===== src/rtl/gb_cpu_fetch_unit.sv =====
// gb_cpu_fetch_unit: instruction fetch stage feeding the CPU decoder.
//   Owns the program counter, issues byte reads, folds the 0xCB prefix into
//   a single decoder handshake and accepts redirects / operand increments.
//
// Optional feature macro: GB_CPU_FETCH_HALT_EN (adds halt_req, irq_pending
// and a HALTED state; absent when the macro is undefined).
//
// Ports:
//   clk, reset          clock, asynchronous active-high reset
//   mem_addr            read address (always the current pc)
//   mem_rd_req          read request, held until mem_rd_valid
//   mem_rd_data/valid   read return
//   opcode, cb_prefix   instruction byte and extended-set flag
//   instr_valid/ready   decoder handshake
//   instr_pc            address of the instruction's first byte
//   pc                  current program counter
//   pc_inc              operand byte consumed (honoured in HOLD only)
//   pc_load, pc_load_value  redirect, highest priority
//   halt_req, irq_pending   (GB_CPU_FETCH_HALT_EN only)
module gb_cpu_fetch_unit #(
    parameter logic [15:0] RESET_PC  = 16'h0000,
    parameter logic [7:0]  CB_PREFIX = 8'hCB
) (
    input  logic        clk,
    input  logic        reset,
    output logic [15:0] mem_addr,
    output logic        mem_rd_req,
    input  logic [7:0]  mem_rd_data,
    input  logic        mem_rd_valid,
    output logic [7:0]  opcode,
    output logic        cb_prefix,
    output logic        instr_valid,
    input  logic        instr_ready,
    output logic [15:0] instr_pc,
    output logic [15:0] pc,
    input  logic        pc_inc,
    input  logic        pc_load,
    input  logic [15:0] pc_load_value
`ifdef GB_CPU_FETCH_HALT_EN
    ,
    input  logic        halt_req,
    input  logic        irq_pending
`endif
);

    localparam int unsigned PC_W   = 16;
    localparam int unsigned BYTE_W = 8;

    typedef enum logic [1:0] {
        ST_FETCH    = 2'd0,
        ST_FETCH_CB = 2'd1,
        ST_HOLD     = 2'd2
`ifdef GB_CPU_FETCH_HALT_EN
        ,
        ST_HALTED   = 2'd3
`endif
    } state_t;

    state_t              state;
    state_t              state_next;
    logic                cb_flag;
    logic                cb_flag_d;
    logic [PC_W-1:0]     pc_d;
    logic [PC_W-1:0]     instr_pc_d;
    logic [BYTE_W-1:0]   opcode_d;
    logic                cb_prefix_d;
    logic                instr_valid_d;
    logic                mem_rd_req_d;
    logic                rd_fire;
    logic                is_prefix;
    logic                consume;

    // A byte is only taken while a request is actually outstanding.
    assign rd_fire   = mem_rd_req && mem_rd_valid;
    assign is_prefix = (mem_rd_data == CB_PREFIX) && !cb_flag;
    assign consume   = instr_ready && instr_valid;

    // pc is a register, so the address bus is registered too.
    assign mem_addr = pc;

    // State register.
    always_ff @(posedge clk or posedge reset) begin
        if (reset) begin
            state <= ST_FETCH;
        end else begin
            state <= state_next;
        end
    end

    // Next-state logic; a redirect overrides everything.
    always_comb begin
        state_next = state;
        if (pc_load) begin
            state_next = ST_FETCH;
        end else begin
            case (state)
                ST_FETCH: begin
                    if (rd_fire) begin
                        state_next = is_prefix ? ST_FETCH_CB : ST_HOLD;
                    end
                end
                ST_FETCH_CB: begin
                    if (rd_fire) begin
                        state_next = ST_HOLD;
                    end
                end
                ST_HOLD: begin
                    if (consume) begin
`ifdef GB_CPU_FETCH_HALT_EN
                        state_next = halt_req ? ST_HALTED : ST_FETCH;
`else
                        state_next = ST_FETCH;
`endif
                    end
                end
`ifdef GB_CPU_FETCH_HALT_EN
                ST_HALTED: begin
                    if (irq_pending) begin
                        state_next = ST_FETCH;
                    end
                end
`endif
                default: state_next = ST_FETCH;
            endcase
        end
    end

    // Output / datapath next values.
    always_comb begin
        pc_d          = pc;
        opcode_d      = opcode;
        cb_prefix_d   = cb_prefix;
        instr_pc_d    = instr_pc;
        instr_valid_d = instr_valid;
        cb_flag_d     = cb_flag;
        if (pc_load) begin
            // Any in-flight byte (including half a CB pair) is dropped.
            pc_d          = pc_load_value;
            instr_valid_d = 1'b0;
            cb_flag_d     = 1'b0;
        end else begin
            case (state)
                ST_FETCH: begin
                    if (rd_fire) begin
                        pc_d       = pc + PC_W'(1);
                        instr_pc_d = pc;
                        if (is_prefix) begin
                            cb_flag_d = 1'b1;
                        end else begin
                            opcode_d      = mem_rd_data;
                            cb_prefix_d   = 1'b0;
                            instr_valid_d = 1'b1;
                        end
                    end
                end
                ST_FETCH_CB: begin
                    // Second byte is always an extended opcode, even 0xCB.
                    if (rd_fire) begin
                        pc_d          = pc + PC_W'(1);
                        opcode_d      = mem_rd_data;
                        cb_prefix_d   = 1'b1;
                        instr_valid_d = 1'b1;
                    end
                end
                ST_HOLD: begin
                    if (pc_inc) begin
                        pc_d = pc + PC_W'(1);
                    end
                    if (consume) begin
                        instr_valid_d = 1'b0;
                        cb_flag_d     = 1'b0;
                    end
                end
`ifdef GB_CPU_FETCH_HALT_EN
                ST_HALTED: begin
                    instr_valid_d = 1'b0;
                end
`endif
                default: begin
                    instr_valid_d = 1'b0;
                    cb_flag_d     = 1'b0;
                end
            endcase
        end
        // Request is registered so it first rises the cycle after reset.
        mem_rd_req_d = (state_next == ST_FETCH) || (state_next == ST_FETCH_CB);
    end

    // Registered outputs and datapath.
    always_ff @(posedge clk or posedge reset) begin
        if (reset) begin
            pc          <= RESET_PC;
            instr_pc    <= RESET_PC;
            opcode      <= BYTE_W'(0);
            cb_prefix   <= 1'b0;
            instr_valid <= 1'b0;
            cb_flag     <= 1'b0;
            mem_rd_req  <= 1'b0;
        end else begin
            pc          <= pc_d;
            instr_pc    <= instr_pc_d;
            opcode      <= opcode_d;
            cb_prefix   <= cb_prefix_d;
            instr_valid <= instr_valid_d;
            cb_flag     <= cb_flag_d;
            mem_rd_req  <= mem_rd_req_d;
        end
    end

endmodule


===== config.mk =====
export PLATFORM = sky130hd
export DESIGN_NAME = gb_cpu_fetch_unit
export DESIGN_NICKNAME = d
export VERILOG_FILES = /design/src/rtl/gb_cpu_fetch_unit.sv
export SDC_FILE = /design/constraint.sdc
export NUM_CORES = 1
export LEC_CHECK = 0
export CORE_ASPECT_RATIO = 1.4
export CORE_UTILIZATION = 44
export CTS_CLUSTER_SIZE = 20
export DETAILED_ROUTE_END_ITERATION = 12
export MAX_ROUTING_LAYER = met4
export PLACE_DENSITY_LB_ADDON = 0.3
export SETUP_SLACK_MARGIN = 0.15
export SLEW_MARGIN = 20
export SYNTH_ARGS = -nofsm -noshare
export SYNTH_HDL_FRONTEND = slang
export SYNTH_SLANG_ARGS = --single-unit

===== constraint.sdc =====
create_clock -name clk -period 2.4 [get_ports clk]
set_input_delay 0.48 -clock clk [delete_from_list [all_inputs] [get_ports clk]]
set_output_delay 0.48 -clock clk [all_outputs]
set_load 0.02 [all_outputs]

==> metrics.md <==
| Metric | Value |
|---|---|
| Routed Antenna Nets | 0 |
| Clock slew seen by the registers of the worst setup and hold paths | about 0.080 ns |
| Synthesized instance count | 209 |
| Die ar. | 5547 µm² |
| Area delta synth->final | 42.36% |
| Fmax | 0.4966 GHz |
| N_diodes | 0 |
| Most common cell after layout, fill and taps aside | clkdlybuf4s50_1 |
| Largest delay contributor family on the critical path | buffers and inverters |
| Startpoint Class | flip-flop |
| Min-Delay Path Class | in2async |
| Avg Inst Size Synth | ~11 µm² |
| Vias | ~1900 |
| Vias in the first global route | ~1800 |
| Seq cells post-synth | 46 |
| Total Wirelength | between 5000 and 6000 µm |
| Power Total | 2.679 mW |
| Root buffer cell | clkbuf_8 |
| Initial drt markers | 77 |
| Final Wtd Congestion | 0.8727 |
| Fillers | 444 |
| Critical Path End Type | primary output |
| Yosys warns | 0 |
| Yosys cell types | 44 |
| Number of enable flip-flop cells after synthesis | 0 |
| Post-layout util | 0.6636 |
| WP data arrival | around 1.5 ns |
| # setup viols final | 0 |
| Ports | between 80 and 90 |
| Die extent in x | about 63 µm |
| Required @ worst endpoint | between 1.5 and 2 ns |
| Starting Density | 0.4662 |
| Final period util | 0.8390 |
| Setup TNS | 0 ns |
| Worst R2R Setup Slack | about 0.51 ns |
| Most frequent cells in the layout | clkdlybuf4s50_1 (88), dfrtp_1 (46), mux2_2 (23), nand2_1 (19), o21ai_0 (14) |
| Asr flop ratio synth | 1.000 |
| # nets final | about 320 |
| CTS buffer count | 5 |
| Gr usage total | 0.2045 |
| Largest net degree at the start of global routing | 35 |
| Reg-to-reg startpoint | mem_addr[0]$_DFFE_PP0P_ |
| Clk Latency, worst-skew pair | 0.30 ns |
| Clock Tree Buf Depth | 2 |
| Slew @ Worst Pin | between 0.4 and 0.5 ns |
| Final hold vios | 0 |
| Fin crit period | about 2.0 ns |
| CTS-repair resized insts | 0 |
| Reg2reg end | mem_addr[14]$_DFFE_PP0P_ |
| Global-route wire length before repair | between 8000 and 9000 µm |
| Top_reg_cell synth | dfrtp_1 |
| CP max stage cell | clkdlybuf4s50_1 |
| Port bufs | between 80 and 90 |
| Worst Skew | between 0.008 and 0.009 ns |
| CTS tree | built |
| VDD IR max | approximately 570 µV |
| Core area | approximately 5000 µm² |
| DR WL/cell | roughly 15 µm |
| Setup bufs post-CTS | 0 |
| Die Ht | 87.73 µm |
| Max Cap Viol | 0 |
| Hold Buf Count CTS | 0 |
| Cell row count | 30 |
| Worst hold margin | just under 0.4 ns |
| Vias per std cell | between 5 and 6 |
| Cell Pwr Density | between 800 and 900 nW/µm² |
| Status | complete, no violations |
| Crit Path Class | reg2out |
| Dpl hpwl | 3955 µm |
| Post-Syn Nets | 240 |
| Initial antenna violation count | 0 |
| H-tree Lvls | 2 |
| Share of the yosys chip area belonging to registers | 0.4984 |
| DRC | 0 |
| Synth Cell Area | 2310 µm² |
| Slew HR | 0.7221 |
| CTS sink cnt | 46 |
| Global route overflow | 0 |
| CP Cell Sequence | clkdlybuf4s50_1 |
| CP Buf/Inv Count | 1 |
| Worst Path Max Fanout | 9 |
| DR pass1 iterations | 4 |
| Unrepaired setup endpoints after global routing | no |
| Crit path largest cell delay | between 0.6 and 0.7 ns |
| Leak Pwr | roughly 1.3 nW |
| FF-to-FF path depth | 5 |
| Layout cell share with drive strength beyond 1 | 0.1649 |
| Pins Over Slew Limit | 0 |
metrics by stage:
step	cells	setup WS (ns)	area (µm²)
3_3_place_gp	347	0.1892	3197
4_1_cts	355	0.3769	3288
5_1_grt	355	0.3244	3288
3_5_place_dp	347	0.1554	3197
2_1_floorplan	209	0.4941	2310
6_report	355	0.3863	3288
worst register-to-register path, stage by stage (launching register included):
cell	delay, ns
dfrtp_1	0.48
ha_1	0.21
nand2_1	0.15
or2_0	0.29
or4_1	0.50
a31oi_1	0.18
how the worst max path moves through the flow:
stage,startpoint,endpoint,slack (ns),cells past startpoint
2_1_floorplan,pc_load,instr_pc[0]$_DFFE_PP0P_,0.49,6
3_3_place_gp,mem_rd_valid,mem_addr[12]$_DFFE_PP0P_,0.19,6
3_5_place_dp,mem_rd_valid,mem_addr[12]$_DFFE_PP0P_,0.16,6
4_1_cts,mem_addr[7]$_DFFE_PP0P_,pc[7],0.38,1
5_1_grt,mem_addr[7]$_DFFE_PP0P_,pc[7],0.32,1
6_report,mem_addr[7]$_DFFE_PP0P_,pc[7],0.39,1
power breakdown:
group          leakage (nW)  switching [mW]  internal (mW)  total (mW)
combinational         0.698           0.508          0.587        1.09
sequential            0.549           0.143          0.959        1.10
clock                0.0482           0.250          0.233       0.483
total                  1.30           0.901           1.78        2.68
kinds of logic after synthesis:
| logic type | count (synthesis) | share of synthesized area |
|---|---|---|
| xor gates and xnor gates | 9 | 0.03413 |
| muxes | 24 | 0.1165 |
| buffers and inverters | 30 | 0.07801 |
| adders and majority gates | 1 | 0.005416 |
| DFF | 46 | 0.4984 |
| AOI/OAI and AO/OA | 47 | 0.1430 |
| and+or+nand+nor | 52 | 0.1246 |
cells in the mapped netlist (all sizes together), types with 3 or more instances:
library cell,count,area share
xnor2,9,0.034
nand3,6,0.013
inv,7,0.011
dfrtp,46,0.50
a21oi,4,0.010
buf,20,0.062
nand4,4,0.017
mux2,23,0.11
nand2,19,0.031
a211oi,6,0.020
nor2,6,0.011
clkbuf,3,0.0049
o21ai,16,0.035
a31oi,5,0.014
state kept, by name, summed over array words and instances (netlist names):
register     flops
mem_rd_req       1
state            2
instr_valid      1
instr_pc        16
mem_addr        16
cb_prefix        1
cb_flag          1
opcode           8
per-layer routing:
layer / up-vias / GRT usage / routed length (µm)
met3: 9 / 0.04688 / 256
met4: 0 / 0.07645 / 88
met1: 901 / 0.2206 / 2099
li1: 899 / - / -
met2: 56 / 0.3646 / 2782
met5: - / - / 0
cell type report:
cell class | count | area (µm²) | share of cell area
flip-flops and latches | 46 | 1151 | 0.3501
repair buffers | 97 | 960.9 | 0.2922
clock buffers | 7 | 86.33 | 0.02626
multi-input cells | 133 | 978.4 | 0.2976
well taps | 64 | 80.08 | 0.02435
inverters | 7 | 26.28 | 0.007991
clock inverters | 1 | 5.005 | 0.001522
Note: power is estimated with default switching activity, not from simulation.
